--- config.mk ---
export PLATFORM = sky130hd
export DESIGN_NAME = normal_multiplier
export DESIGN_NICKNAME = d
export VERILOG_FILES = /design/src/rtl/normal_multiplier_pkg.sv /design/src/rtl/normal_multiplier_full_adder.sv /design/src/rtl/normal_multiplier.sv
export SDC_FILE = /design/constraint.sdc
export NUM_CORES = 1
export LEC_CHECK = 0
export ABC_AREA = 0
export CORE_AREA = 2 2 39 41
export CTS_CLUSTER_DIAMETER = 150
export DETAILED_ROUTE_END_ITERATION = 7
export DIE_AREA = 0 0 41 43
export HOLD_SLACK_MARGIN = 0.06
export PLACE_DENSITY_LB_ADDON = 0.12
export SLEW_MARGIN = 20
export SYNTH_ARGS = -nofsm -noshare
export SYNTH_HDL_FRONTEND = slang
export SYNTH_SLANG_ARGS = --single-unit
--- constraint.sdc ---
create_clock -name clk -period 0.82 [get_ports clk]
set_input_delay 0.205 -clock clk [delete_from_list [all_inputs] [get_ports clk]]
set_output_delay 0.205 -clock clk [all_outputs]
set_load 0.005 [all_outputs]
--- src/rtl/normal_multiplier_pkg.sv ---
// rtl/normal_multiplier_pkg.sv - shared constants for the multiplier blocks
package normal_multiplier_pkg;

    localparam int DEFAULT_WIDTH = 4;
    localparam int PRODUCT_WIDTH = 2 * DEFAULT_WIDTH;

    function automatic int product_width(input int width);
        return 2 * width;
    endfunction

endpackage

--- src/rtl/normal_multiplier_full_adder.sv ---
// rtl/normal_multiplier_full_adder.sv - single-bit full adder cell of the array
module full_adder (
    input  logic x,
    input  logic y,
    input  logic cin,
    output logic s,
    output logic cout
);

    assign s    = x ^ y ^ cin;
    assign cout = (x & y) | (x & cin) | (y & cin);

endmodule

--- src/rtl/normal_multiplier.sv ---
// rtl/normal_multiplier.sv - registered unsigned array multiplier, one product per cycle
module normal_multiplier
    import normal_multiplier_pkg::*;
#(
    parameter int WIDTH = DEFAULT_WIDTH
) (
    input  logic                                clk,
    input  logic                                rst,
    input  logic [WIDTH-1:0]                    a,
    input  logic [WIDTH-1:0]                    b,
    output logic [product_width(WIDTH)-1:0]     out
);

    localparam int PW = product_width(WIDTH);

    logic [WIDTH-1:0] pp        [WIDTH];
    logic [WIDTH-1:0] row_in    [WIDTH];
    logic [WIDTH-1:0] row_sum   [1:WIDTH-1];
    logic [WIDTH-1:0] row_carry [1:WIDTH-1];
    logic [PW-1:0]    product;

    genvar i, j;

    for (i = 0; i < WIDTH; i++) begin : g_pp
        assign pp[i] = a & {WIDTH{b[i]}};
    end

    // row_in[k] carries the upper WIDTH bits of the running sum into row k+1
    assign product[0] = pp[0][0];
    assign row_in[0]  = {1'b0, pp[0][WIDTH-1:1]};

    for (i = 1; i < WIDTH; i++) begin : g_row
        for (j = 0; j < WIDTH; j++) begin : g_fa
            if (j == 0) begin : g_first
                full_adder u_fa (
                    .x    (pp[i][j]),
                    .y    (row_in[i-1][j]),
                    .cin  (1'b0),
                    .s    (row_sum[i][j]),
                    .cout (row_carry[i][j])
                );
            end else begin : g_rest
                full_adder u_fa (
                    .x    (pp[i][j]),
                    .y    (row_in[i-1][j]),
                    .cin  (row_carry[i][j-1]),
                    .s    (row_sum[i][j]),
                    .cout (row_carry[i][j])
                );
            end
        end
        assign product[i] = row_sum[i][0];
        assign row_in[i]  = {row_carry[i][WIDTH-1], row_sum[i][WIDTH-1:1]};
    end

    // last row's carry lands in the product MSB
    assign product[PW-1:WIDTH] = row_in[WIDTH-1];

    always_ff @(posedge clk or posedge rst) begin
        if (rst) begin
            out <= '0;
        end else begin
            out <= product;
        end
    end

endmodule

# Yosys cells after proc, flatten, opt, wreduce, memory -nomap -nowiden
# Index checks and enable logic that the tools add are counted.
# totals
reg_bits	8
latch_bits	0
ram_bits	0
mem_bits_ro	0
inputBits	10
out_inout_bits	8
n_memories	0
# op_classes
n_addsub	0
n_mul	0
div	0
magnitude_cmp	0
n_eq_ne	0
shift	0
muxes	0
bitwise	68
n_reduce_logical	0
# ops
cell	n
AND 1 bit	28
XOR 1 bit	20
AND 4 bit	4
OR 1 bit	16

# Depth between registers and ports, before layout
# Gate-level depths: netlist (run 1).
# depth
ltp_word	20
mapped_depth	13
ltp_nobuf	13

# Cells and area by module
# From an unflattened synthesis (run 1), not the netlist that was laid out.
# unflattened
hier_cells	38
hier_area_um2	548.0
# by_module_without_submodules
mod	n_inst	cells_each	area_each_um2	seq_area_each_um2
normal_multiplier	1	26	307.8	200.2
full_adder	12	1	20.0	0.0

# Worst setup path before layout (run 1)
# Ideal clock, no wire load.
# synth_timing
path_type	input port to flip-flop
from	input a[0]
to	register out[6]
setup_ns	0.136
arrival_time_ns	3.283
slack_ns	-2.599
path_stages	13
n_path_buf	0
cell_sequence	and2_1 > ha_1 > inv_1 > fa_1 > fa_1 > inv_1 > fa_1 > inv_1 > fa_1 > inv_1 > fa_1 > fa_1 > fa_1
# synth_via
elab_chain_len	18
word_cells_on_any_way	51
cone_classes	51 x bitwise
# synth_lines
element	line_no	source
start, declared	normal_multiplier.sv:9	input logic [WIDTH-1:0] a,
AND 4 bit	normal_multiplier.sv:25	assign pp[i] = a & {WIDTH{b[i]}};
AND 1 bit (2 in series)	normal_multiplier_full_adder.sv:11	assign cout = (x & y) | (x & cin) | (y & cin);
OR 1 bit (2 in series)	normal_multiplier_full_adder.sv:11	
AND 1 bit	normal_multiplier_full_adder.sv:11	
OR 1 bit (2 in series)	normal_multiplier_full_adder.sv:11	
XOR 1 bit (3 in series)	normal_multiplier_full_adder.sv:10	assign s = x ^ y ^ cin;
AND 1 bit	normal_multiplier_full_adder.sv:11	
OR 1 bit (2 in series)	normal_multiplier_full_adder.sv:11	
AND 1 bit	normal_multiplier_full_adder.sv:11	
OR 1 bit (2 in series)	normal_multiplier_full_adder.sv:11	
XOR 1 bit *	normal_multiplier_full_adder.sv:10	
via g_row[3].g_fa[3].g_rest.u_fa.s	normal_multiplier_full_adder.sv:6	output logic s,
end signal, assigned	normal_multiplier.sv:63	out <= product;
end, declared	normal_multiplier.sv:11	output logic [product_width(WIDTH)-1:0] out
# Mark *: on every way through the listed nets, which the timed path passes. The rest lies on a longest branch.

# Final worst setup path (run 1)
# Ends and elaborated chain as after synthesis.

==> results of run 1 <==
## worst paths after layout
path,from,endpoint,cells past startpoint
max in group asynchronous,rst,out[7]$_DFF_PP0_,2
min in group clk,b[0],out[0]$_DFF_PP0_,3
min,rst,out[3]$_DFF_PP0_,2
max,a[0],out[6]$_DFF_PP0_,14
## timing repair
| item | 4_1_cts | 5_1_grt |
|---|---|---|
| setup endpoints to repair | 15 | 14 |
| gates resized for setup | 57 | 4 |
| pin swaps | 12 | 10 |
| buffers inserted | 0 | 2 |
## cell families after synthesis
| logic type | synth area share [%] |
|---|---|
| and+or+nand+nor | 16.47 |
| adders and majority gates | 39.53 |
| DFF | 37.65 |
| buffers and inverters | 6.352 |
## routing by layer
layer	up-vias	wire length [um]	track usage, %
met5	-	0	0
met4	0	28	12.00
met3	4	64	1.571
met2	17	473	21.56
met1	179	318	13.22
li1	190	-	-
## where the power goes
| part | leakage [nW] | internal (mW) | switching, mW |
|---|---|---|---|
| Combinational | 0.299 | 0.220 | 0.177 |
| Clock | 0.0138 | 0.166 | 0.114 |
| Sequential | 0.0989 | 0.473 | 0.0155 |
## worst max-delay path, cell delays in order
cell and delay, ns:
buf_6 0.07, and2_4 0.14, ha_4 0.12, inv_2 0.03
fa_2 0.33, fa_1 0.45, inv_2 0.08, fa_2 0.19
inv_2 0.04, fa_2 0.52, inv_2 0.04, fa_2 0.36
fa_2 0.37, fa_1 0.43
## cells in the mapped netlist
cell	instances
and2_1	11
dfrtp_1	8
fa_1	8
ha_1	4
inv_1	9
nand2_1	5
## final cells by class
cell class,instances,area [um^2]
Multi-Input combinational cell,28,352.8
Tap cell,16,20.02
Inverter,9,33.78
Timing Repair Buffer,25,197.7
Fill cell,135,556.8
Sequential cell,8,200.2
Clock buffer,3,22.52
## through the flow
step,hold WS (ns),TNS [ns]
floorplan,0.02066,-10.97
global placement,0.4581,-16.39
detailed placement,0.4809,-16.77
CTS,0.2066,-11.46
global route,0.2619,-11.69
finish,0.1966,-11.08
==> flow_summary.json, run 1 <==
{
  "top_register": "out",
  "areaGrowthSynthToFinish_pct": 55.53,
  "io_buffers": 17,
  "critPathLaunchType": "input pin",
  "cp.required_ns": 0.93,
  "num_rows": 14,
  "via_per_inst": 4.382,
  "final_cells": 89,
  "grt_antenna_before_repair": 0,
  "dr.pass1.iters": 1,
  "seq_area_frac_synth_pct": 37.65,
  "dpl_cell_area_um2": 794.5,
  "cts_root_buf": "clkbuf_4",
  "top_level_ports": 18,
  "final_cell_area_um2": 827.0,
  "maxCapViolations": 0,
  "vdd_drop_max_mv": 0.6060,
  "violations": "setup timing",
  "cp_data_arrival_time_ns": 3.37,
  "drcViolationCount": 0,
  "synthesis.area_um2": 531.8,
  "crit_fanout": 2,
  "clk_pin_slew_worst_paths_ns": 0.05,
  "yosysWarningCount": 0,
  "grt_remaining_overflow": 0,
  "die_y_um": 43,
  "grt_pass1_vias": 389,
  "diodes": 0,
  "chipWidth_um": 41,
  "drive_gt1_share_pct": 53.42,
  "yosysTopAreaCellShare_pct": 37.65,
  "largest_reg_flops": 8,
  "grt_max_degree": 9,
  "dpl.cell_count": 84,
  "min_path_type": "input pin to asynchronous set/reset pin",
  "core_area_mm2": 0.001384,
  "synth_seq_cells": 8,
  "hold_violations": 0,
  "clockBufferDepth": 2,
  "start_util_pct": 38.43,
  "cts_tree": "yes",
  "dr_total_vias": 390,
  "most-common-layout-cells": "and2_1 (9), dfrtp_1 (8), buf_2 (8), buf_4 (8), inv_2 (6)",
  "reg.largest.list": "out (8)",
  "drt_wl_total_um": 885,
  "synth_area_per_cell_um2": 11.82,
  "htree_levels": 1,
  "synth_top_cell_by_area": "dfrtp_1",
  "power_density_mw_per_mm2": 1409,
  "fin_crit_sh_pct": 396.5,
  "setup_ws_ns": -2.432,
  "syn_inst": 45,
  "synth.area.top_cells": "dfrtp_1 (38%), fa_1 (30%), and2_1 (13%)",
  "grt_pass1_wl_mm": 1.476,
  "clock-sinks": 8,
  "drv_slew": 0,
  "ant_nets": 0,
  "mostFrequentLayoutCell": "and2_1",
  "fmax_mhz": 307.6,
  "drtIter0Drc": 0,
  "dp_slack_ns": -3.160,
  "setup_viol": 14,
  "end_kind": "register",
  "rsz0062_at_grt": "yes",
  "cts_buffers": 3,
  "globalplace.congestion": 0.6742,
  "worst_slew_pin_slew_ns": 0.2724,
  "die_area_mm2": 0.001763,
  "outcome": "complete, but fails checks",
  "slew_headroom_pct": 81.82,
  "grt.total_usage_pct": 13.16,
  "cts_hold_buffers": 0,
  "power_leakage_nw": 0.4113,
  "fin_util_pct": 59.76,
  "ys_types": 6,
  "worstSetupPathType": "input pin to register",
  "hpwl_um": 784.5,
  "wl_per_cell_um": 9.944,
  "synth_fp_nets": 67,
  "power_mw": 1.165,
  "fin_crit_ns": 3.252,
  "fin_nets": 97
}
Power figures use the tool's default switching activity.
==> inputs of run 2 (changes only) <==
- CAP_MARGIN: default -> 40
==> results of run 2 <==
No change in the layout: final DEF, timing and power equal those of run 1.
